### config.mk
export PLATFORM = sky130hd
export DESIGN_NAME = spi_reg_slave_flat
export DESIGN_NICKNAME = d
export VERILOG_FILES = /design/src/rtl/spi_reg_slave_if.sv /design/src/rtl/spi_reg_slave.sv /design/src/flat_wrapper.sv
export SDC_FILE = /design/constraint.sdc
export NUM_CORES = 1
export LEC_CHECK = 0
export BUFFER_PORTS_ARGS = -buffer_cell sky130_fd_sc_hd__buf_4
export CAP_MARGIN = 20
export CELL_PAD_IN_SITES_DETAIL_PLACEMENT = 2
export CELL_PAD_IN_SITES_GLOBAL_PLACEMENT = 2
export CORE_ASPECT_RATIO = 0.8
export CORE_MARGIN = 4
export CORE_UTILIZATION = 35
export CTS_CLUSTER_DIAMETER = 120
export CTS_CLUSTER_SIZE = 40
export DETAILED_ROUTE_END_ITERATION = 8
export PLACE_DENSITY_LB_ADDON = 0.1
export REMOVE_ABC_BUFFERS = 1
export SLEW_MARGIN = 15
export SYNTH_ARGS = -nofsm -noshare
export SYNTH_HDL_FRONTEND = slang
export SYNTH_SLANG_ARGS = --single-unit
export TNS_END_PERCENT = 30
### constraint.sdc
create_clock -name clk -period 2.22 [get_ports clk]
set_input_delay 0.111 -clock clk [delete_from_list [all_inputs] [get_ports clk]]
set_output_delay 0.111 -clock clk [all_outputs]
set_load 0.1 [all_outputs]
### src/rtl/spi_reg_slave_if.sv
// Signal bundle between the SPI responder and its environment: the four-wire
// SPI link, the local register port and the frame status outputs.
interface spi_reg_slave_if;
  logic       sck;
  logic       ss;
  logic       mosi;
  logic       miso;
  logic [6:0] reg_addr;
  logic [7:0] reg_wdata;
  logic       reg_we;
  logic       reg_re;
  logic [7:0] reg_rdata;
  logic       busy;
  logic       frame_done;
  logic       frame_err;

  modport slave (
    input  sck, ss, mosi, reg_rdata,
    output miso, reg_addr, reg_wdata, reg_we, reg_re, busy, frame_done, frame_err
  );

  // Environment view: the SPI master plus the register bank behind the port.
  modport master (
    output sck, ss, mosi, reg_rdata,
    input  miso, reg_addr, reg_wdata, reg_we, reg_re, busy, frame_done, frame_err
  );
endinterface

### src/rtl/spi_reg_slave.sv
// SPI mode-0 responder: decodes a read/write command byte and streams data
// bytes to or from a registered-read register port, with optional auto-increment.
module spi_reg_slave #(
  parameter bit AUTO_INC = 1'b1
) (
  input logic            clk,
  input logic            rst,
  spi_reg_slave_if.slave bus
);
  typedef enum logic [1:0] {IDLE, CMD, WDATA, RDATA} state_t;

  // The synchronizer chains carry no reset so that releasing reset while ss is
  // already low can never fabricate a falling edge.
  logic sck_meta_reg, sck_sync_reg, sck_prev_reg;
  logic ss_meta_reg, ss_sync_reg, ss_prev_reg;
  logic mosi_meta_reg, mosi_sync_reg;

  always_ff @(posedge clk) begin
    sck_meta_reg  <= bus.sck;
    sck_sync_reg  <= sck_meta_reg;
    sck_prev_reg  <= sck_sync_reg;
    ss_meta_reg   <= bus.ss;
    ss_sync_reg   <= ss_meta_reg;
    ss_prev_reg   <= ss_sync_reg;
    mosi_meta_reg <= bus.mosi;
    mosi_sync_reg <= mosi_meta_reg;
  end

  logic sck_rise, sck_fall, ss_rise, ss_fall;
  assign sck_rise = sck_sync_reg & ~sck_prev_reg;
  assign sck_fall = ~sck_sync_reg & sck_prev_reg;
  assign ss_rise  = ss_sync_reg & ~ss_prev_reg;
  assign ss_fall  = ~ss_sync_reg & ss_prev_reg;

  state_t     state_reg, state_next;
  logic [2:0] bit_cnt_reg, bit_cnt_next;
  logic [6:0] rx_shift_reg, rx_shift_next;
  logic [7:0] tx_shift_reg, tx_shift_next;
  logic [6:0] addr_reg, addr_next;
  logic [6:0] reg_addr_reg, reg_addr_next;
  logic [7:0] reg_wdata_reg, reg_wdata_next;
  logic       reg_we_reg, reg_we_next;
  logic       reg_re_reg, reg_re_next;
  logic       re_dly_reg;
  logic       busy_reg, busy_next;
  logic       frame_done_reg, frame_done_next;
  logic       frame_err_reg, frame_err_next;
  logic       miso_reg, miso_next;

  logic [7:0] rx_byte;
  logic [6:0] addr_step;
  logic       byte_done;

  always_comb begin
    state_next      = state_reg;
    bit_cnt_next    = bit_cnt_reg;
    rx_shift_next   = rx_shift_reg;
    tx_shift_next   = tx_shift_reg;
    addr_next       = addr_reg;
    reg_addr_next   = reg_addr_reg;
    reg_wdata_next  = reg_wdata_reg;
    reg_we_next     = 1'b0;
    reg_re_next     = 1'b0;
    frame_done_next = 1'b0;
    frame_err_next  = 1'b0;
    byte_done       = 1'b0;
    rx_byte         = {rx_shift_reg, mosi_sync_reg};
    addr_step       = AUTO_INC ? addr_reg + 7'd1 : addr_reg;

    if (state_reg != IDLE) begin
      // The falling edge that follows a byte boundary must not shift, or the
      // freshly loaded MSB would be lost before the master samples it.
      if (state_reg == RDATA && sck_fall && bit_cnt_reg != 3'd0)
        tx_shift_next = {tx_shift_reg[6:0], 1'b0};
      if (sck_rise) begin
        bit_cnt_next  = bit_cnt_reg + 3'd1;
        rx_shift_next = rx_byte[6:0];
        byte_done     = (bit_cnt_reg == 3'd7);
      end
    end

    // Read data returns one clk after the request; load it into the shifter.
    if (re_dly_reg)
      tx_shift_next = bus.reg_rdata;

    case (state_reg)
      IDLE: begin
        if (ss_fall) begin
          state_next   = CMD;
          bit_cnt_next = 3'd0;
        end
      end
      CMD: begin
        if (byte_done) begin
          addr_next = rx_byte[6:0];
          if (rx_byte[7]) begin
            state_next    = RDATA;
            reg_re_next   = 1'b1;
            reg_addr_next = rx_byte[6:0];
          end else begin
            state_next = WDATA;
          end
        end
      end
      WDATA: begin
        if (byte_done) begin
          reg_we_next    = 1'b1;
          reg_addr_next  = addr_reg;
          reg_wdata_next = rx_byte;
          addr_next      = addr_step;
        end
      end
      RDATA: begin
        // Prefetch the next location so it is ready for the following byte.
        if (byte_done) begin
          reg_re_next   = 1'b1;
          reg_addr_next = addr_step;
          addr_next     = addr_step;
        end
      end
      default: state_next = IDLE;
    endcase

    // Frame close wins over the state logic but keeps any byte completed in
    // the same clk, so that byte still counts as whole.
    if (state_reg != IDLE && ss_rise) begin
      state_next   = IDLE;
      bit_cnt_next = 3'd0;
      if (bit_cnt_reg == 3'd0 || byte_done)
        frame_done_next = 1'b1;
      else
        frame_err_next = 1'b1;
    end

    busy_next = (state_next != IDLE);
    miso_next = (state_next == RDATA) ? tx_shift_next[7] : 1'b0;
  end

  always_ff @(posedge clk) begin
    if (rst) begin
      state_reg      <= IDLE;
      bit_cnt_reg    <= 3'd0;
      rx_shift_reg   <= 7'd0;
      tx_shift_reg   <= 8'd0;
      addr_reg       <= 7'd0;
      reg_addr_reg   <= 7'd0;
      reg_wdata_reg  <= 8'd0;
      reg_we_reg     <= 1'b0;
      reg_re_reg     <= 1'b0;
      re_dly_reg     <= 1'b0;
      busy_reg       <= 1'b0;
      frame_done_reg <= 1'b0;
      frame_err_reg  <= 1'b0;
      miso_reg       <= 1'b0;
    end else begin
      state_reg      <= state_next;
      bit_cnt_reg    <= bit_cnt_next;
      rx_shift_reg   <= rx_shift_next;
      tx_shift_reg   <= tx_shift_next;
      addr_reg       <= addr_next;
      reg_addr_reg   <= reg_addr_next;
      reg_wdata_reg  <= reg_wdata_next;
      reg_we_reg     <= reg_we_next;
      reg_re_reg     <= reg_re_next;
      re_dly_reg     <= reg_re_reg;
      busy_reg       <= busy_next;
      frame_done_reg <= frame_done_next;
      frame_err_reg  <= frame_err_next;
      miso_reg       <= miso_next;
    end
  end

  assign bus.miso       = miso_reg;
  assign bus.reg_addr   = reg_addr_reg;
  assign bus.reg_wdata  = reg_wdata_reg;
  assign bus.reg_we     = reg_we_reg;
  assign bus.reg_re     = reg_re_reg;
  assign bus.busy       = busy_reg;
  assign bus.frame_done = frame_done_reg;
  assign bus.frame_err  = frame_err_reg;
endmodule

### src/flat_wrapper.sv
// flat-port wrapper written by rule: the top's interface ports become plain ports
module spi_reg_slave_flat 
#(
  parameter bit AUTO_INC = 1'b1
)
  (clk, rst, bus_sck, bus_ss, bus_mosi, bus_reg_rdata, bus_miso, bus_reg_addr, bus_reg_wdata, bus_reg_we, bus_reg_re, bus_busy, bus_frame_done, bus_frame_err);
  spi_reg_slave_if bus_i ();
  input logic clk;
  input logic rst;
  input wire logic [$bits(bus_i.sck)-1:0] bus_sck;
  input wire logic [$bits(bus_i.ss)-1:0] bus_ss;
  input wire logic [$bits(bus_i.mosi)-1:0] bus_mosi;
  input wire logic [$bits(bus_i.reg_rdata)-1:0] bus_reg_rdata;
  output wire logic [$bits(bus_i.miso)-1:0] bus_miso;
  output wire logic [$bits(bus_i.reg_addr)-1:0] bus_reg_addr;
  output wire logic [$bits(bus_i.reg_wdata)-1:0] bus_reg_wdata;
  output wire logic [$bits(bus_i.reg_we)-1:0] bus_reg_we;
  output wire logic [$bits(bus_i.reg_re)-1:0] bus_reg_re;
  output wire logic [$bits(bus_i.busy)-1:0] bus_busy;
  output wire logic [$bits(bus_i.frame_done)-1:0] bus_frame_done;
  output wire logic [$bits(bus_i.frame_err)-1:0] bus_frame_err;
  assign bus_i.sck = bus_sck;
  assign bus_i.ss = bus_ss;
  assign bus_i.mosi = bus_mosi;
  assign bus_i.reg_rdata = bus_reg_rdata;
  assign bus_miso = bus_i.miso;
  assign bus_reg_addr = bus_i.reg_addr;
  assign bus_reg_wdata = bus_i.reg_wdata;
  assign bus_reg_we = bus_i.reg_we;
  assign bus_reg_re = bus_i.reg_re;
  assign bus_busy = bus_i.busy;
  assign bus_frame_done = bus_i.frame_done;
  assign bus_frame_err = bus_i.frame_err;
  spi_reg_slave #(.AUTO_INC(AUTO_INC)) u_core (.clk(clk), .rst(rst), .bus(bus_i));
endmodule
==> results.cfg, run 1 <==
[routing]
drt-total-wl_mm = 6.71
postRouteAntennaNets = 0
viasPerCell = 5.23
vias = 2007
drt_iter0_drc = 50
wl_per_cell_um = 17.5
drcViolationCount = 0
drtPass1Iterations = 4

[timing]
finalSetupViolations = 0
min_period_ps = 1940
timing.hold.ws_ps = 39.3
setup_tns_ps = 0
hold_viol = 0
worst_slew_pin_slew_ps = 556
min_period_over_period = 0.873
drv_slew = 0
worst_clock_skew_ps = 7.83
fmaxAchievable_mhz = 516
grt_setup_unrepaired = false
slew_headroom = 0.628

[synth]
synthTopCellsByArea = dfxtp_1 47%, mux2i_1 11%, nor2_1 5.9%, a21oi_1 3.5%, a211oi_1 3.1%
synth_cell_types = 44
yosysTopAreaCellShare = 0.473
synth_warnings = 0
seq_area_frac_synth = 0.473
synth_area_sq_mm = 0.00241
syn_inst = 259
synth_seq_cells = 57
synth_area_per_cell_sq_um = 9.32
yosysTopAreaCell = dfxtp_1

[floorplanning]
pin_count = 34
fp-row-count = 26
start_util = 0.369
die_w_um = 101
fp.dieArea_sq_mm = 0.00830
die_y_um = 82.3
core-area_sq_mm = 0.00654

[setup_path]
crit_buf_inv = 0
critical_path_required_ps = 2480
cp_top_family = simple AND/OR/NAND/NOR gates
critPathSlowestCell = or2_1
cpPeakStageDelay_ps = 430
r2r_cells = 6
crit_type = register to register
cp-end-kind = register
worstPathMaxFanout = 14
worst-path-stages = 6
cp_data_arrival_time_ps = 2200
crit_chain = ha_1 -> ha_1 -> nand3b_4 -> or2_1 -> a311o_1 -> a21oi_1
start_kind = register
critPathMostFrequentCell = ha_1

[hold_path]
min_path_cells = 3
hp-class = input pin to register

[placed_design]
port_buffers = 33
dp_hpwl_mm = 4.43
routabilityCongestion = 0.735

[power]
power_density_mw_per_mm2 = 740
leakage_nw = 1.07
p_total_mw = 2.21
ir_drop_mv = 0.307

[global_route]
grt_pass1_vias = 2179
grt_max_degree = 48
grt-ovfl-total = 0
antenna_found_initial = 0
grt_usage = 0.182
grt_pass1_wl_mm = 11.4

[cts]
cts_tree = built
clock_path_buffers = 2
clk_latency_ps = 350
cts_num_sinks = 57
htree_levels = 3
numCtsBuffers = 9
path_clk_slew_ps = 70
cts-root-buf = clkbuf_8

[job]
drv_cap = 0

[final_layout]
antennaDiodeCount = 0
syn2layout_area_growth_pct = 23.8
drive_gt1_frac = 0.207
num-nets-final = 312
final_common_cell = dfxtp_1
final_cell_mix = 57 x dfxtp_1, 39 x buf_4, 38 x nor2_1

[run_status]
status = finished clean
-- per-stage QoR --
step / std cells / worst slack, ps / utilization / cell area [sq um]
floorplan: 242 / -404 / - / 2330
global placement: 365 / 380 / 0.419 / 2740
detailed placement: 365 / 308 / 0.419 / 2740
CTS: 384 / 237 / 0.457 / 2990
global route: 384 / 112 / 0.457 / 2990
finish: 384 / 283 / 0.457 / 2990
-- worst paths after layout --
kind         slack (ps)                                   to                             start
max                 280  u_core.bus.reg_addr[6]$_SDFFE_PP0P_  u_core.bit_cnt_reg[0]$_SDFF_PP0_
min                  40  u_core.tx_shift_reg[0]$_SDFFE_PP0P_                  bus_reg_rdata[0]
max reg2reg         280  u_core.bus.reg_addr[6]$_SDFFE_PP0P_  u_core.bit_cnt_reg[0]$_SDFF_PP0_
min reg2reg         330           u_core.ss_sync_reg$_DFF_P_        u_core.ss_meta_reg$_DFF_P_
-- where the power goes --
part | internal [mW] | leakage [nW] | switching, mW
logic | 0.0333 | 0.500 | 0.0437
clock network | 0.637 | 0.111 | 0.450
registers | 1.03 | 0.462 | 0.0122
-- logic make-up after synthesis --
| family | count (synthesis) | share of synthesized area |
|---|---|---|
| compound gates | 53 | 0.142 |
| xor+xnor | 5 | 0.0181 |
| fa+ha+maj | 4 | 0.0207 |
| buf+inv | 21 | 0.0409 |
| flops | 57 | 0.473 |
| mux | 26 | 0.108 |
| simple gates | 93 | 0.198 |
-- metal layers --
layer  track usage  vias up  part of all wire
li1              -      980                 -
met1         0.222      987              0.46
met2         0.306       31              0.49
met3        0.0487        9             0.041
met4        0.0767        0             0.013
met5             0        -                 0
-- Yosys cell counts, drive strengths merged --
master / n
clkinv: 1
xor2: 3
nor4: 2
nor4bb: 1
o21a: 2
nor3b: 2
nand4b: 1
o21ai: 12
mux2i: 26
a211o: 6
nor2b: 8
or2: 2
and4b: 1
a21oi: 17
a2111oi: 1
o21ba: 1
nand2b: 2
buf: 8
inv: 3
nand3: 6
a211oi: 10
xnor2: 2
o2bb2ai: 1
nand2: 15
nor3: 4
and2: 2
a22oi: 1
dfxtp: 57
or3: 2
a311o: 2
nor4b: 1
nand3b: 2
nand4: 2
nor2: 40
ha: 4
clkbuf: 9
-- area by class of cell --
| class | count | area (sq um) |
|---|---|---|
| Fill cell | 717 | 3550 |
| Tap cell | 84 | 105 |
| Multi-Input combinational cell | 181 | 1180 |
| Clock buffer | 10 | 128 |
| Timing Repair Buffer | 42 | 323 |
| Sequential cell | 57 | 1140 |
| Inverter | 4 | 15.0 |
| Clock inverter | 6 | 91.3 |
-- worst register-to-register path, stage by stage (launching register included) --
cell and delay (ps):
dfxtp_1 370, ha_1 170, ha_1 220, nand3b_4 120, or2_1 430, a311o_1 370
a21oi_1 160
-- repair_timing --
action / 4_1_cts / 5_1_grt
buffers inserted: 0 / 0
hold endpoints to repair: 3 / 0
resized for setup: 0 / 0
hold buffers: 3 / 0
(Power assumes the default switching activity.)
==> run 2, diff against run 1 <==
--- a/config.mk
+++ b/config.mk
@@ -15,6 +15,7 @@
 export CTS_CLUSTER_DIAMETER = 120
 export CTS_CLUSTER_SIZE = 40
 export DETAILED_ROUTE_END_ITERATION = 8
+export MAX_ROUTING_LAYER = met4
 export PLACE_DENSITY_LB_ADDON = 0.1
 export REMOVE_ABC_BUFFERS = 1
 export SLEW_MARGIN = 15
==> run 2 against run 1 <==
- largest cell class unchanged
- sequential share of layout area is the same
- utilization stayed put
- count of clock-buffer cells in the layout unchanged
- final area did not move
- clock power is essentially flat
- largest power group unchanged
- maximum frequency hardly changed
- worst setup slack improved by 1.0 ps
==> results.cfg, run 2 (synthesized netlist as in run 1, its figures left out) <==
[timing]
min_period_ps = 1940
hold_viol = 0
finalSetupViolations = 0
drv_slew = 0
worst_clock_skew_ps = 8.01
fmaxAchievable_mhz = 516
slew_headroom = 0.627
grt_setup_unrepaired = false
setup_tns_ps = 0
worst_slew_pin_slew_ps = 557
min_period_over_period = 0.872

[global_route]
antenna_found_initial = 0
grt-ovfl-total = 0
grt_max_degree = 48
grt_usage = 0.188
grt_pass1_vias = 2168
grt_pass1_wl_mm = 11.4

[placed_design]
routabilityCongestion = 0.744
placed_area_sq_mm = 0.00274
dp_hpwl_mm = 4.43
port_buffers = 33

[floorplanning]
fp-row-count = 26
core-area_sq_mm = 0.00654
die_y_um = 82.3
fp.dieArea_sq_mm = 0.00830
die_w_um = 101
start_util = 0.369
pin_count = 34

[cts]
htree_levels = 3
cts_num_sinks = 57
cts-root-buf = clkbuf_8
post_cts_buffers = 0
cts_tree = built
clock_path_buffers = 2
numCtsBuffers = 9
path_clk_slew_ps = 70
clk_latency_ps = 340

[hold_path]
hp-class = input pin to register
hold_end = u_core.tx_shift_reg[0]$_SDFFE_PP0P_
min_from = bus_reg_rdata[0]
min_path_cells = 3

[setup_path]
worstPathMaxFanout = 14
start_kind = register
crit_chain = ha_1 -> ha_1 -> nand3b_4 -> or2_1 -> a311o_1 -> a21oi_1
cpPeakStageDelay_ps = 430
crit_type = register to register
cp-end-kind = register
reg2reg_from = u_core.bit_cnt_reg[0]$_SDFF_PP0_
critPathLaunch = u_core.bit_cnt_reg[0]$_SDFF_PP0_
critPathSlowestCell = or2_1
r2r_slack_ps = 280
r2r_cells = 6
r2r-end = u_core.bus.reg_addr[6]$_SDFFE_PP0P_
critical_path_required_ps = 2480
cp_data_arrival_time_ps = 2190
critPathMostFrequentCell = ha_1

[power]
leakage_nw = 1.07
ir_drop_mv = 0.308
power_density_mw_per_mm2 = 738
p_total_mw = 2.21

[routing]
drcViolationCount = 0
drt-total-wl_mm = 6.69
wl_per_cell_um = 17.4
postRouteAntennaNets = 0
drtPass1Iterations = 4
vias = 2005
viasPerCell = 5.22
drt_iter0_drc = 42

[final_layout]
num-nets-final = 312
final_cell_mix = 57 x dfxtp_1, 39 x buf_4, 38 x nor2_1
fillers = 717
final_core_util = 0.457
syn2layout_area_growth_pct = 23.8
postLayoutCellArea_sq_mm = 0.00299
antennaDiodeCount = 0
final_common_cell = dfxtp_1
drive_gt1_frac = 0.207

[run_status]
status = finished clean

[job]
drv_cap = 0
-- run 2: cell counts in the layout (fill, tap and decap cells not counted) --
No cell type changed its count.
-- run 2: routing by layer --
metal / track usage / up-vias / wire (um)
li1: - / 980 / -
met1: 0.223 / 992 / 3130
met2: 0.306 / 25 / 3280
met3: 0.0479 / 8 / 223
met4: 0.0767 / 0 / 65
met5: - / - / 0
-- run 2: cell type report --
class / instances / area, sq um / share of cell area
clock inverter: 6 / 91.3 / 0.0306
clock buffer: 10 / 128 / 0.0427
tap: 84 / 105 / 0.0352
multi-input combinational: 181 / 1180 / 0.397
timing repair buffer: 42 / 323 / 0.108
sequential: 57 / 1140 / 0.382
inverter: 4 / 15.0 / 0.00503
-- run 2: report_power, final --
group	switching [mW]	total (mW)	leakage, nW	internal [mW]
Combinational	0.0437	0.0771	0.500	0.0333
Sequential	0.0122	1.05	0.462	1.03
Clock	0.446	1.08	0.111	0.638
Total	0.502	2.21	1.07	1.70
-- run 2: worst max path at each step --
stage                                                endpoint  slack [ps]  depth (start not counted)
after global placement    u_core.bus.reg_addr[5]$_SDFFE_PP0P_         380                          6
after floorplan              u_core.bit_cnt_reg[1]$_SDFF_PP0_        -400                          4
after CTS                 u_core.bus.reg_addr[6]$_SDFFE_PP0P_         240                          6
final                     u_core.bus.reg_addr[6]$_SDFFE_PP0P_         280                          6
after global routing        u_core.tx_shift_reg[7]$_SDFF_PP0_         110                          7
after detailed placement  u_core.bus.reg_addr[5]$_SDFFE_PP0P_         310                          6
-- run 2: worst max-delay path: cells and delay by family (launching register included) --
kind / cells / cell delay, ps
AOI/OAI and AO/OA: 2 / 520
adders and majority gates: 2 / 390
DFF: 1 / 370
and+or+nand+nor: 2 / 540
-- run 2: timing repair --
item,CTS,global route
hold buffers,3,0
resized for setup,0,0
hold endpoints to repair,3,0
-- run 2: per-stage QoR --
stage | cells | worst slack (ps) | hold WS (ps)
2_1_floorplan | 242 | -404 | 139
3_3_place_gp | 365 | 380 | 215
3_5_place_dp | 365 | 308 | 217
4_1_cts | 384 | 237 | 20.7
5_1_grt | 384 | 112 | 53.7
6_report | 384 | 284 | 45.9
==> run 3, diff against run 2 <==
--- a/config.mk
+++ b/config.mk
@@ -11,7 +11,7 @@
 export CELL_PAD_IN_SITES_GLOBAL_PLACEMENT = 2
 export CORE_ASPECT_RATIO = 0.8
 export CORE_MARGIN = 4
-export CORE_UTILIZATION = 35
+export CORE_UTILIZATION = 37
 export CTS_CLUSTER_DIAMETER = 120
 export CTS_CLUSTER_SIZE = 40
 export DETAILED_ROUTE_END_ITERATION = 8
==> constraint.sdc (replaced) <==
create_clock -name clk -period 2.4 [get_ports clk]
set_input_delay 0.12 -clock clk [delete_from_list [all_inputs] [get_ports clk]]
set_output_delay 0.12 -clock clk [all_outputs]
set_load 0.1 [all_outputs]
==> run 3 against run 2 <==
- cell count shrank 0.78%
- register-to-register slack lost 40 ps
- utilization grew 0.58 points
- via count shrank 1.6%
- combinational power shrank 12%
- critical path type unchanged
==> results.cfg, run 3 (synthesized netlist as in run 1, its figures left out) <==
[global_route]
grt_usage = 0.186
grt_max_degree = 48
grt_pass1_wl_mm = 11.2
grt-ovfl-total = 0
antenna_found_initial = 0
grt_pass1_vias = 2186

[run_status]
status = finished clean

[timing]
drv_slew = 0
min_period_over_period = 0.899
finalSetupViolations = 0
worst_clock_skew_ps = 7.85
setup_tns_ps = 0
worst_slew_pin_slew_ps = 659
timing.hold.ws_ps = 54.1
grt_setup_unrepaired = false
fmaxAchievable_mhz = 463
min_period_ps = 2160
hold_viol = 0
slew_headroom = 0.560

[final_layout]
fillers = 702
final_cell_mix = 57 x dfxtp_1, 38 x nor2_1, 36 x buf_4
final_cells = 381
drive_gt1_frac = 0.202
syn2layout_area_growth_pct = 22.2
seq_area_sq_mm = 0.00114
final_common_cell = dfxtp_1
num-nets-final = 309
antennaDiodeCount = 0
multiInputGateArea_sq_mm = 0.00118

[routing]
drcViolationCount = 0
wl_per_cell_um = 16.7
postRouteAntennaNets = 0
drt-total-wl_mm = 6.37
viasPerCell = 5.18
vias = 1973
drt_iter0_drc = 81
drtPass1Iterations = 4

[power]
ir_drop_mv = 0.404
power_density_mw_per_mm2 = 662
leakage_nw = 1.04
p_total_mw = 1.95

[setup_path]
worstPathMaxFanout = 15
critPathSlowestCell = dfxtp_1
crit_chain = nand2_1 -> nor4bb_2 -> buf_4 -> mux2i_1 -> a21oi_1
cp_data_arrival_time_ps = 2350
start_kind = register
critical_path_required_ps = 2590
cp-end-kind = register
crit_type = register to register
cpPeakStageDelay_ps = 740

[hold_path]
hp-class = input pin to register

[placed_design]
dpl.cell_count = 362
port_buffers = 33
routabilityCongestion = 0.746
dp_hpwl_mm = 4.24

[cts]
cts-root-buf = clkbuf_8
cts_num_sinks = 57
htree_levels = 3
path_clk_slew_ps = 60
clock_path_buffers = 2
numCtsBuffers = 9
clk_latency_ps = 340
cts_tree = built
cts_resized = 0

[job]
drv_cap = 0

[floorplanning]
fp-row-count = 26
core-area_sq_mm = 0.00638
start_util = 0.379
fp.dieArea_sq_mm = 0.00789
pin_count = 34
die_w_um = 98.3
die_y_um = 80.2
==> run 3: cell types whose count changed in the layout (fill, tap and decap cells not counted) <==
cell,before,now
clkinvlp_4,0,3
clkbuf_8,9,10
bufinv_16,2,1
clkbuf_1,1,0
buf_4,39,36
clkinv_4,2,0
==> run 3: cell type report <==
| type | instances | share of cell area |
|---|---|---|
| timing repair buffer | 39 | 0.102 |
| clock buffer | 10 | 0.0466 |
| multi-input combinational | 181 | 0.402 |
| sequential | 57 | 0.387 |
| clock inverter | 6 | 0.0225 |
| tap | 84 | 0.0356 |
| inverter | 4 | 0.00509 |
==> run 3: through the flow <==
stage | instance area (sq um) | worst slack [ps] | util
finish | 2950 | 241 | 0.463
global route | 2950 | 154 | 0.463
CTS | 2950 | 255 | 0.463
detailed placement | 2720 | 349 | 0.426
global placement | 2720 | 501 | 0.426
floorplan | 2330 | -224 | -
==> run 3: critical path, delay by kind of cell, from the launching register on <==
kind,cells,cell delay (ps)
mux,1,310
buf+inv,1,260
compound gates,1,140
simple gates,2,550
flops,1,740
==> run 3: power by group <==
part	switching [mW]	internal (mW)	total, mW
clock network	0.409	0.508	0.918
logic	0.0379	0.0297	0.0676
registers	0.0130	0.956	0.969
==> run 3: worst paths after layout <==
path / from / end / slack, ps / depth (start not counted)
max: u_core.state_reg[0]$_SDFF_PP0_ / u_core.bus.miso$_SDFF_PP0_ / 240 / 5
min: bus_reg_rdata[0] / u_core.tx_shift_reg[0]$_SDFFE_PP0P_ / 50 / 3
max reg2reg: u_core.state_reg[0]$_SDFF_PP0_ / u_core.bus.miso$_SDFF_PP0_ / 240 / 5
min reg2reg: u_core.mosi_meta_reg$_DFF_P_ / u_core.mosi_sync_reg$_DFF_P_ / 330 / 0
==> run 3: layer usage <==
| layer | track usage | vias to the layer above | wire [um] |
|---|---|---|---|
| met2 | 0.295 | 28 | 3030 |
| met4 | 0.0532 | 0 | 79 |
| li1 | - | 968 | - |
| met3 | 0.0642 | 10 | 213 |
| met5 | - | - | 0 |
| met1 | 0.226 | 967 | 3040 |
==> run 3: repair_timing <==
action	in CTS	in global routing
setup buffers	0	0
hold buffers	3	0
endpoints found under the hold margin	3	0
